$ cat src/rtl/issue_ctrl_if.sv
// Decoder-to-issue-controller bundle: instruction fields and the
// valid/ready handshake. The master is the decoder, the slave is issue_ctrl.
interface issue_ctrl_if;
    logic       dec_valid_i;
    logic       dec_ready_o;
    logic [4:0] rs1_i;
    logic [4:0] rs2_i;
    logic [4:0] rd_i;
    logic       use_rs1_i;
    logic       use_rs2_i;
    logic       wr_rd_i;
    logic [1:0] unit_i;

    modport master (
        output dec_valid_i, rs1_i, rs2_i, rd_i,
        output use_rs1_i, use_rs2_i, wr_rd_i, unit_i,
        input  dec_ready_o
    );

    modport slave (
        input  dec_valid_i, rs1_i, rs2_i, rd_i,
        input  use_rs1_i, use_rs2_i, wr_rd_i, unit_i,
        output dec_ready_o
    );
endinterface

$ cat src/rtl/issue_ctrl.sv
// issue_ctrl: in-order issue controller. Keeps a register scoreboard to
// block RAW/WAW hazards, bounds outstanding LSU operations and serialises
// system instructions by draining all in-flight work before issuing them.
module issue_ctrl #(
    parameter int NUM_REGS            = 32,
    parameter int LSU_MAX_OUTSTANDING = 2
) (
    input  logic                clk,
    input  logic                rst,
    issue_ctrl_if.slave         dec,
    input  logic                alu_ready_i,
    output logic                alu_issue_o,
    input  logic                lsu_ready_i,
    output logic                lsu_issue_o,
    output logic                sys_issue_o,
    input  logic                alu_wb_valid_i,
    input  logic [4:0]          alu_wb_rd_i,
    input  logic                lsu_wb_valid_i,
    input  logic [4:0]          lsu_wb_rd_i,
    input  logic                lsu_done_i,
    input  logic                flush_i,
    output logic [NUM_REGS-1:0] busy_o,
    output logic                stall_o,
    output logic                illegal_o
);

    localparam logic [1:0] UNIT_ALU  = 2'd0;
    localparam logic [1:0] UNIT_LSU  = 2'd1;
    localparam logic [1:0] UNIT_SYS  = 2'd2;
    localparam logic [1:0] UNIT_RSVD = 2'd3;
    localparam logic [2:0] LSU_MAX   = 3'(LSU_MAX_OUTSTANDING);

    typedef enum logic [1:0] {
        ST_RUN,
        ST_DRAIN,
        ST_SYS
    } state_t;

    state_t              state_q;
    logic [NUM_REGS-1:0] busy_q;
    logic [NUM_REGS-1:0] busy_d;
    logic [2:0]          lsuCnt_q;
    logic [2:0]          lsuCnt_d;

    logic hazard;
    logic inRun;
    logic canAct;
    logic lsuDoneCounts;
    logic machineEmpty;

    assign busy_o       = busy_q;
    assign machineEmpty = (busy_q == '0) && (lsuCnt_q == 3'd0);

    // Decide this cycle's issue from registered scoreboard/count and live inputs
    always_comb begin
        hazard = (dec.use_rs1_i & busy_q[dec.rs1_i])
               | (dec.use_rs2_i & busy_q[dec.rs2_i])
               | (dec.wr_rd_i   & busy_q[dec.rd_i]);
        inRun  = (state_q == ST_RUN);
        canAct = !rst && !flush_i && dec.dec_valid_i && inRun;

        alu_issue_o = canAct && (dec.unit_i == UNIT_ALU) && !hazard && alu_ready_i;
        lsu_issue_o = canAct && (dec.unit_i == UNIT_LSU) && !hazard && lsu_ready_i
                      && (lsuCnt_q < LSU_MAX);
        illegal_o   = canAct && (dec.unit_i == UNIT_RSVD);
        sys_issue_o = !rst && !flush_i && (state_q == ST_SYS);

        dec.dec_ready_o = alu_issue_o | lsu_issue_o | illegal_o | sys_issue_o;
        stall_o         = !rst && dec.dec_valid_i && !dec.dec_ready_o;
    end

    // Scoreboard next state: writebacks clear, an issuing writer sets and wins
    always_comb begin
        busy_d = busy_q;
        if (alu_wb_valid_i) begin
            busy_d[alu_wb_rd_i] = 1'b0;
        end
        if (lsu_wb_valid_i) begin
            busy_d[lsu_wb_rd_i] = 1'b0;
        end
        if ((alu_issue_o || lsu_issue_o) && dec.wr_rd_i && (dec.rd_i != 5'd0)) begin
            busy_d[dec.rd_i] = 1'b1;
        end
        busy_d[0] = 1'b0;
    end

    // Outstanding LSU count; a completion with nothing outstanding is ignored
    always_comb begin
        lsuDoneCounts = lsu_done_i && (lsuCnt_q != 3'd0);
        lsuCnt_d      = lsuCnt_q;
        if (lsu_issue_o && !lsuDoneCounts) begin
            lsuCnt_d = lsuCnt_q + 3'd1;
        end else if (!lsu_issue_o && lsuDoneCounts) begin
            lsuCnt_d = lsuCnt_q - 3'd1;
        end
    end

    // Scoreboard and LSU counter registers
    always_ff @(posedge clk) begin
        if (rst) begin
            busy_q   <= '0;
            lsuCnt_q <= 3'd0;
        end else begin
            busy_q   <= busy_d;
            lsuCnt_q <= lsuCnt_d;
        end
    end

    // System-instruction sequencer: wait for an empty machine, then issue once
    always_ff @(posedge clk) begin
        if (rst) begin
            state_q <= ST_RUN;
        end else if (flush_i) begin
            state_q <= ST_RUN;
        end else begin
            case (state_q)
                ST_RUN: begin
                    if (dec.dec_valid_i && (dec.unit_i == UNIT_SYS)) begin
                        state_q <= ST_DRAIN;
                    end
                end
                ST_DRAIN: begin
                    if (machineEmpty) begin
                        state_q <= ST_SYS;
                    end
                end
                ST_SYS: begin
                    state_q <= ST_RUN;
                end
                default: begin
                    state_q <= ST_RUN;
                end
            endcase
        end
    end

endmodule

$ cat src/flat_wrapper.sv
// flat-port wrapper written by rule: the top's interface ports become plain ports
module issue_ctrl_flat 
#(
    parameter int NUM_REGS            = 32,
    parameter int LSU_MAX_OUTSTANDING = 2
)
  (clk, rst, alu_ready_i, alu_issue_o, lsu_ready_i, lsu_issue_o, sys_issue_o, alu_wb_valid_i, alu_wb_rd_i, lsu_wb_valid_i, lsu_wb_rd_i, lsu_done_i, flush_i, busy_o, stall_o, illegal_o, dec_dec_valid_i, dec_rs1_i, dec_rs2_i, dec_rd_i, dec_use_rs1_i, dec_use_rs2_i, dec_wr_rd_i, dec_unit_i, dec_dec_ready_o);
  issue_ctrl_if dec_i ();
  input  logic clk;
  input  logic rst;
  input  logic alu_ready_i;
  output logic alu_issue_o;
  input  logic lsu_ready_i;
  output logic lsu_issue_o;
  output logic sys_issue_o;
  input  logic alu_wb_valid_i;
  input  logic [4:0] alu_wb_rd_i;
  input  logic lsu_wb_valid_i;
  input  logic [4:0] lsu_wb_rd_i;
  input  logic lsu_done_i;
  input  logic flush_i;
  output logic [NUM_REGS-1:0] busy_o;
  output logic stall_o;
  output logic illegal_o;
  input wire logic [$bits(dec_i.dec_valid_i)-1:0] dec_dec_valid_i;
  input wire logic [$bits(dec_i.rs1_i)-1:0] dec_rs1_i;
  input wire logic [$bits(dec_i.rs2_i)-1:0] dec_rs2_i;
  input wire logic [$bits(dec_i.rd_i)-1:0] dec_rd_i;
  input wire logic [$bits(dec_i.use_rs1_i)-1:0] dec_use_rs1_i;
  input wire logic [$bits(dec_i.use_rs2_i)-1:0] dec_use_rs2_i;
  input wire logic [$bits(dec_i.wr_rd_i)-1:0] dec_wr_rd_i;
  input wire logic [$bits(dec_i.unit_i)-1:0] dec_unit_i;
  output wire logic [$bits(dec_i.dec_ready_o)-1:0] dec_dec_ready_o;
  assign dec_i.dec_valid_i = dec_dec_valid_i;
  assign dec_i.rs1_i = dec_rs1_i;
  assign dec_i.rs2_i = dec_rs2_i;
  assign dec_i.rd_i = dec_rd_i;
  assign dec_i.use_rs1_i = dec_use_rs1_i;
  assign dec_i.use_rs2_i = dec_use_rs2_i;
  assign dec_i.wr_rd_i = dec_wr_rd_i;
  assign dec_i.unit_i = dec_unit_i;
  assign dec_dec_ready_o = dec_i.dec_ready_o;
  issue_ctrl #(.NUM_REGS(NUM_REGS), .LSU_MAX_OUTSTANDING(LSU_MAX_OUTSTANDING)) u_core (.clk(clk), .rst(rst), .dec(dec_i), .alu_ready_i(alu_ready_i), .alu_issue_o(alu_issue_o), .lsu_ready_i(lsu_ready_i), .lsu_issue_o(lsu_issue_o), .sys_issue_o(sys_issue_o), .alu_wb_valid_i(alu_wb_valid_i), .alu_wb_rd_i(alu_wb_rd_i), .lsu_wb_valid_i(lsu_wb_valid_i), .lsu_wb_rd_i(lsu_wb_rd_i), .lsu_done_i(lsu_done_i), .flush_i(flush_i), .busy_o(busy_o), .stall_o(stall_o), .illegal_o(illegal_o));
endmodule
$ cat config.mk
export PLATFORM = sky130hd
export DESIGN_NAME = issue_ctrl_flat
export DESIGN_NICKNAME = d
export VERILOG_FILES = /design/src/rtl/issue_ctrl_if.sv /design/src/rtl/issue_ctrl.sv /design/src/flat_wrapper.sv
export SDC_FILE = /design/constraint.sdc
export NUM_CORES = 1
export LEC_CHECK = 0
export ABC_AREA = 1
export BUFFER_PORTS_ARGS = -buffer_cell sky130_fd_sc_hd__buf_2
export CAP_MARGIN = 25
export CELL_PAD_IN_SITES_DETAIL_PLACEMENT = 0
export CELL_PAD_IN_SITES_GLOBAL_PLACEMENT = 1
export CORE_MARGIN = 2
export CORE_UTILIZATION = 38
export DETAILED_ROUTE_END_ITERATION = 10
export GPL_ROUTABILITY_DRIVEN = 0
export PLACE_DENSITY_LB_ADDON = 0.1
export SLEW_MARGIN = 20
export SYNTH_ARGS = -nofsm -noshare
export SYNTH_HDL_FRONTEND = slang
export SYNTH_SLANG_ARGS = --single-unit
$ cat constraint.sdc
create_clock -name clk -period 3.6 [get_ports clk]
set_clock_uncertainty 0.2 [all_clocks]
set_input_delay 0.54 -clock clk [delete_from_list [all_inputs] [get_ports clk]]
set_output_delay 0.54 -clock clk [all_outputs]
set_load 0.01 [all_outputs]
# After elaboration in Yosys (flattened, before gate mapping)
# Index checks and enable logic that the tools add are counted.
totals:
  out_inout_bits: 38
  mem_bits_rw: 0
  regBits: 37
  rom_bits: 0
  latch_bits: 0
  wordCells: 95
  inputBits: 39
  mem_count: 0
classes:
  shifts: 0
  div_mod_pow: 0
  eq_ne: 7
  muxes: 20
  n_reduce_logical: 40
  order_cmp: 9
  addsub: 2
  bitwise: 13
  mul: 0
op_table:
  columns: ["cell", "count"]
  rows:
  - ["two-way mux 32 bit", 3]
  - ["AND 32 bit", 2]
  - ["NOT 32 bit", 2]
  - ["logical NOT 32 bit", 1]
  - ["bitwise OR 32 bit", 1]
  - ["less-than comparator 5 x 6 -> 1 bit (second input constant)", 5]
  - ["logical AND 1 bit", 24]
  - ["binary-select mux 1 bit (select 5 bit)", 3]
  - ["demux 1 bit (select 5 bit)", 3]
  - ["greater-or-equal comparator 5 x 1 -> 1 bit (second input constant)", 3]
  - ["equality test 2 bit (second input constant)", 3]
  - ["logical NOT 1 bit", 6]
  - ["two-way mux 1 bit", 6]
  - ["two-way mux 3 bit", 2]
  - ["bitwise OR 1 bit", 5]
  - ["nonzero test 5 bit", 1]
  - ["equality test 2 x 1 -> 1 bit (second input constant)", 2]
  - ["logical NOT 2 bit", 2]
  - ["two-way mux 2 bit", 2]
  - ["one-hot mux 2 bit (2 select lines)", 1]
  - ["adder 3 x 1 -> 3 bit (second input constant)", 1]
  - ["AND 1 bit", 3]
  - ["logical NOT 3 bit", 1]
  - ["less-than comparator 3 x 2 -> 1 bit (second input constant)", 1]
  - ["other kinds (8)", 8]

# Longest topological paths before layout
depth:
  depth_word: 14
  depth_mapped: 19
  ltp_nobuf: 18

# Worst setup path after synthesis
# No wires, ideal clock.
synth_path:
  path_type: "input -> register"
  from: "input dec_rs1_i[0]"
  to: "register u_core.lsuCnt_q[2]"
  path_buffers: 2
  required_time_ps: 3342
  arrival_ps: 2626
  slack_ps: 716
  path_stages: 19
  setup_ps: 58
  cell_sequence: "buf_6 inv_6 buf_6 nand2_1 nand3_1 nand3_1 nand2_1 nand2_1 nand3b_1 nand3_1 nand3_2 nor2_1 ha_1 inv_1 fa_1 a21oi_1 o21ai_0 a21oi_1 o21a_1"
synth_via:
  elab_chain_cells: 12
  elab_cells_between_ends: 14
  classes_between: "mux (3); bitwise (3); reduce/logical (8)"
synth_lines:
  columns: ["element", "line", "text"]
  rows:
  - ["start: declaration", "flat_wrapper.sv:26", "input wire logic [$bits(dec_i.rs1_i)-1:0] dec_rs1_i;"]
  - ["binary-select mux 1 bit (select 5 bit) (*)", "issue_ctrl.sv:56", "hazard = (dec.use_rs1_i & busy_q[dec.rs1_i])"]
  - ["two-way mux 1 bit (not written as such) (*)", "issue_ctrl.sv:56", null]
  - ["AND 1 bit (*)", "issue_ctrl.sv:56", null]
  - ["bitwise OR 1 bit (*)", "issue_ctrl.sv:57", "| (dec.use_rs2_i & busy_q[dec.rs2_i])"]
  - ["bitwise OR 1 bit (*)", "issue_ctrl.sv:58", "| (dec.wr_rd_i & busy_q[dec.rd_i]);"]
  - ["logical NOT 1 bit (*)", "issue_ctrl.sv:63", "lsu_issue_o = canAct && (dec.unit_i == UNIT_LSU) && !hazard && lsu_ready_i"]
  - ["logical AND 1 bit (*) (2 in a row)", "issue_ctrl.sv:63", null]
  - ["logical AND 1 bit (*)", "issue_ctrl.sv:64", "&& (lsuCnt_q < LSU_MAX);"]
  - ["via lsu_issue_o", "flat_wrapper.sv:14", "output logic lsu_issue_o;"]
  - ["logical NOT 1 bit", "issue_ctrl.sv:93", "end else if (!lsu_issue_o && lsuDoneCounts) begin"]
  - ["logical AND 1 bit", "issue_ctrl.sv:93", null]
  - ["nonzero test 2 bit (no line)", null, null]
  - ["end signal: assignment", "issue_ctrl.sv:105", "lsuCnt_q <= lsuCnt_d;"]
  - ["end: declaration", "issue_ctrl.sv:42", "logic [2:0] lsuCnt_q;"]
# The timed path passes the listed nets; every way through them passes the cells marked *. The select of a mux whose other input is x is not followed.
# A chain may end at the register's enable or synchronous reset.

# Worst setup path in the final report
layout_path:
  from: "input dec_rd_i[0]"
  to: "register u_core.lsuCnt_q[2]"
layout_via:
  elab_chain_cells: 11
  elab_cells_between_ends: 13
  classes_between: "mux (3); bitwise (2); reduce/logical (8)"
layout_lines:
  columns: ["element", "line", "text"]
  rows:
  - ["start: declaration", "flat_wrapper.sv:28", "input wire logic [$bits(dec_i.rd_i)-1:0] dec_rd_i;"]
  - ["binary-select mux 1 bit (select 5 bit) (*)", "issue_ctrl.sv:58", null]
  - ["two-way mux 1 bit (not written as such) (*)", "issue_ctrl.sv:58", null]
  - ["AND 1 bit (*)", "issue_ctrl.sv:58", null]
  - ["bitwise OR 1 bit (*)", "issue_ctrl.sv:58", null]
  - ["logical NOT 1 bit (*)", "issue_ctrl.sv:63", null]
  - ["logical AND 1 bit (*) (2 in a row)", "issue_ctrl.sv:63", null]
  - ["logical AND 1 bit (*)", "issue_ctrl.sv:64", null]
  - ["logical NOT 1 bit", "issue_ctrl.sv:93", null]
  - ["logical AND 1 bit", "issue_ctrl.sv:93", null]
  - ["nonzero test 2 bit (no line)", null, null]
# Mark *: on every way between the ends. The rest lies on a longest branch, timed or not. The select of a mux whose other input is x is not followed.

==> summary.md <==
| Metric | Value |
|---|---|
| Outcome | `finished clean` |
| Worst hold path type | `register to register` |
| Lkg Pwr | `1.620 nW` |
| Top Layer Used | `met4` |
| Synth-to-Final Area Change | `12.85%` |
| CP top delay family | `simple AND/OR/NAND/NOR gates` |
| WHS Path Cells | `1` |
| Register area share after synthesis | `0.2120` |
| Worst path most repeated cell | `nand2_1` |
| First-pass GRT wire length | `20.98 mm` |
| Largest fanout on the critical path | `30` |
| Drt drc | `0` |
| Routed Antenna Nets | `0` |
| Syn Area/Cell | `6.081 sq um` |
| Mean number of vias per cell | `5.648` |
| Worst slew margin | `0.6239` |
| Htree depth | `2` |
| Die Y-Extent | `98.59 um` |
| Initial DRC Count | `266` |
| DP HPWL | `10.10 mm` |
| RSZ-0062 raised after global routing | `false` |
| Resized Gates After CTS | `0` |
| Worst-Skew Late Latency | `0.29 ns` |
| Pre-antenna DRT Iters | `5` |
| Most frequent cells in the layout | `nand2_1 (127), inv_1 (84), nand3_1 (77), buf_2 (75), nor2_1 (43)` |
| Core area | `8678 sq um` |
| WL met3 | `991 um` |
| Root Driver | `clkbuf_8` |
| CTS Hold Buffers Added | `0` |
| Worst-Margin Slew | `0.5599 ns` |
| Required time of the critical path | `3.64 ns` |
| Synth warnings | `0` |
| Nets | `663` |
| Worst setup EP type | `register` |
| Fraction of layout cells with a size suffix above 1 | `0.1990` |
| Setup TNS | `0 ns` |
| Final setup vio count | `0` |
| Pwr/cell area | `260.1 nW/um^2` |
| Grt ovf | `0` |
| Initial antenna violation count | `0` |
| FMAX | `0.3326 GHz` |
| WS Path Type | `primary input to register` |
| Setup bufs post-CTS | `0` |
| Cells on worst reg2reg path | `18` |
| TritonCTS buffer count | `5` |
| WL per Instance | `18.20 um` |
| Die Area | `9719 sq um` |
| Clock sinks | `36` |
| R2R Path Start | `u_core.busy_o[6]` |
| Die X | `98.59 um` |
| Reg2reg end | `u_core.lsuCnt_q[2]` |
| Post-route worst setup slack | `0.5932 ns` |
| Tcrit/Tclk final | `0.8352` |
| PortBufs | `75` |
| I/O pin total | `77` |
| Hold Path End | `u_core.state_q[1]` |
| CTS tree | `done` |
| Minimum clock period | `3.007 ns` |
| CP startpoint kind | `primary input` |
| Final Hold Viols | `0` |
| Metal2 WL | `6.089 mm` |
| CP cell instances | `buf_2 -> o21ai_0 -> nand2_1 -> nand2_1 -> nand2_1 -> nand2_1 -> nor2_1 -> nand2_1 -> nand2_1 -> nand3_2 -> nor2_1 -> ha_1 -> inv_1 -> fa_1 -> a21oi_1 -> o21ai_0 -> a21oi_1 -> o21a_1` |
| Synth Register Bits | `36` |
| Total power | `0.9978 mW` |
| Clock transition at path regs | `0.07 ns` |
| Std cell rows | `34` |
| Unique masters post-synth | `29` |
| Post-Route WL | `13.31 mm` |
| Worst slack at placement | `0.2820 ns` |
| CP peak stage delay | `0.38 ns` |
| Crit path DAT | `3.05 ns` |
| Routed vias | `4129` |
| Largest net degree at the start of global routing | `36` |
| Maximum root-to-sink buffer count | `2` |
| Fill cells | `1002` |
| Hold slack final | `0.3093 ns` |
| Met1 WL | `5.891 mm` |
| Hold Crit Start | `u_core.state_q[1]` |
| Maxcap violations | `0` |
| Commonest non-fill, non-tap cell in the layout | `nand2_1` |
| Synthesized area | `3400 sq um` |
| Syn Nets | `600` |
| Slew Viols, Final | `0` |
| Reg2Reg Setup Slack | `0.76 ns` |
| All-Layer GR Usage | `0.2729` |
| Initial core utilization | `0.3917` |
| Vias in the first global route | `3837` |
| Syn Inst Count | `559` |
| Buf/Inv on CP | `2` |
| Worst ir drop on vdd | `160.7 uV` |
| Slowest CP cell | `buf_2` |
| Antenna Cells | `0` |
Yosys cell counts (all sizes together):
| master | count | area, sq um |
|---|---|---|
| buf | 19 | 178.9 |
| nand3b | 1 | 7.510 |
| ha | 1 | 12.51 |
| nor3 | 27 | 135.1 |
| dfxtp | 36 | 720.7 |
| o21a | 1 | 7.510 |
| clkbuf | 4 | 15.01 |
| nand4 | 8 | 50.05 |
| nor2 | 44 | 167.7 |
| clkinv | 2 | 10.01 |
| conb | 1 | 3.750 |
| inv | 86 | 327.8 |
| nand3 | 98 | 595.6 |
| o21ai | 26 | 130.1 |
| a21oi | 45 | 277.8 |
| fa | 1 | 20.02 |
| nor4 | 8 | 50.05 |
| o221ai | 23 | 201.4 |
| nand2 | 128 | 488.0 |
metal layers:
| layer | track usage | vias to the layer above |
|---|---|---|
| li1 | - | 2001 |
| met1 | 0.3734 | 1917 |
| met2 | 0.4432 | 181 |
| met3 | 0.04681 | 30 |
| met4 | 0.07798 | 0 |
| met5 | 0 | - |
cells by family (layout without fill, tap and decap cells):
| kind of cell | Yosys count | in the layout | synth area share |
|---|---|---|---|
| AO/OA/AOI/OAI | 95 | 95 | 0.1814 |
| AND/OR/NAND/NOR | 314 | 314 | 0.4395 |
| other | 1 | 1 | 0.001103 |
| buffers and inverters | 111 | 175 | 0.1564 |
| flip-flops | 36 | 36 | 0.2120 |
| adder cells (fa/ha/maj) | 2 | 2 | 0.009569 |
area by class of cell:
class / instances / area (sq um) / share of cell area
clock buffers: 8 / 90.09 / 0.02348
inverters: 88 / 337.8 / 0.08806
multi-input cells: 412 / 2147 / 0.5597
flip-flops and latches: 36 / 720.7 / 0.1879
well taps: 108 / 135.1 / 0.03523
repair buffers: 79 / 405.4 / 0.1057
power by group:
part / switching, mW / leakage (nW) / internal, mW
Combinational: 0.183 / 1.28 / 0.0845
Clock: 0.147 / 0.0455 / 0.156
Sequential: 0.0140 / 0.290 / 0.413
per-stage QoR:
step                cell area, sq um    util  std cells
finish                          3836  0.4420        731
global route                    3836  0.4420        731
CTS                             3836  0.4420        731
global placement                3746  0.4317        723
floorplan                       3400       -        559
detailed placement              3746  0.4317        723
worst max-delay path by stage:
| stage | slack (ns) | end | start | depth (start not counted) |
|---|---|---|---|---|
| global route | 0.29 | u_core.lsuCnt_q[2] | dec_rd_i[0] | 18 |
| floorplan | 0.72 | u_core.lsuCnt_q[2] | dec_rs1_i[0] | 19 |
| global placement | 0.37 | u_core.lsuCnt_q[2] | dec_rs2_i[0] | 18 |
| detailed placement | 0.28 | u_core.lsuCnt_q[2] | dec_rs2_i[0] | 18 |
| CTS | 0.59 | u_core.lsuCnt_q[2] | dec_rs2_i[0] | 18 |
| finish | 0.59 | u_core.lsuCnt_q[2] | dec_rd_i[0] | 18 |
flip-flops by register name, summed over array words and instances, names as in the netlist:
name / cells
u_core.busy_o: 31
u_core.lsuCnt_q: 3
u_core.state_q: 2
No activity file was read; power rests on OpenSTA's default activity.
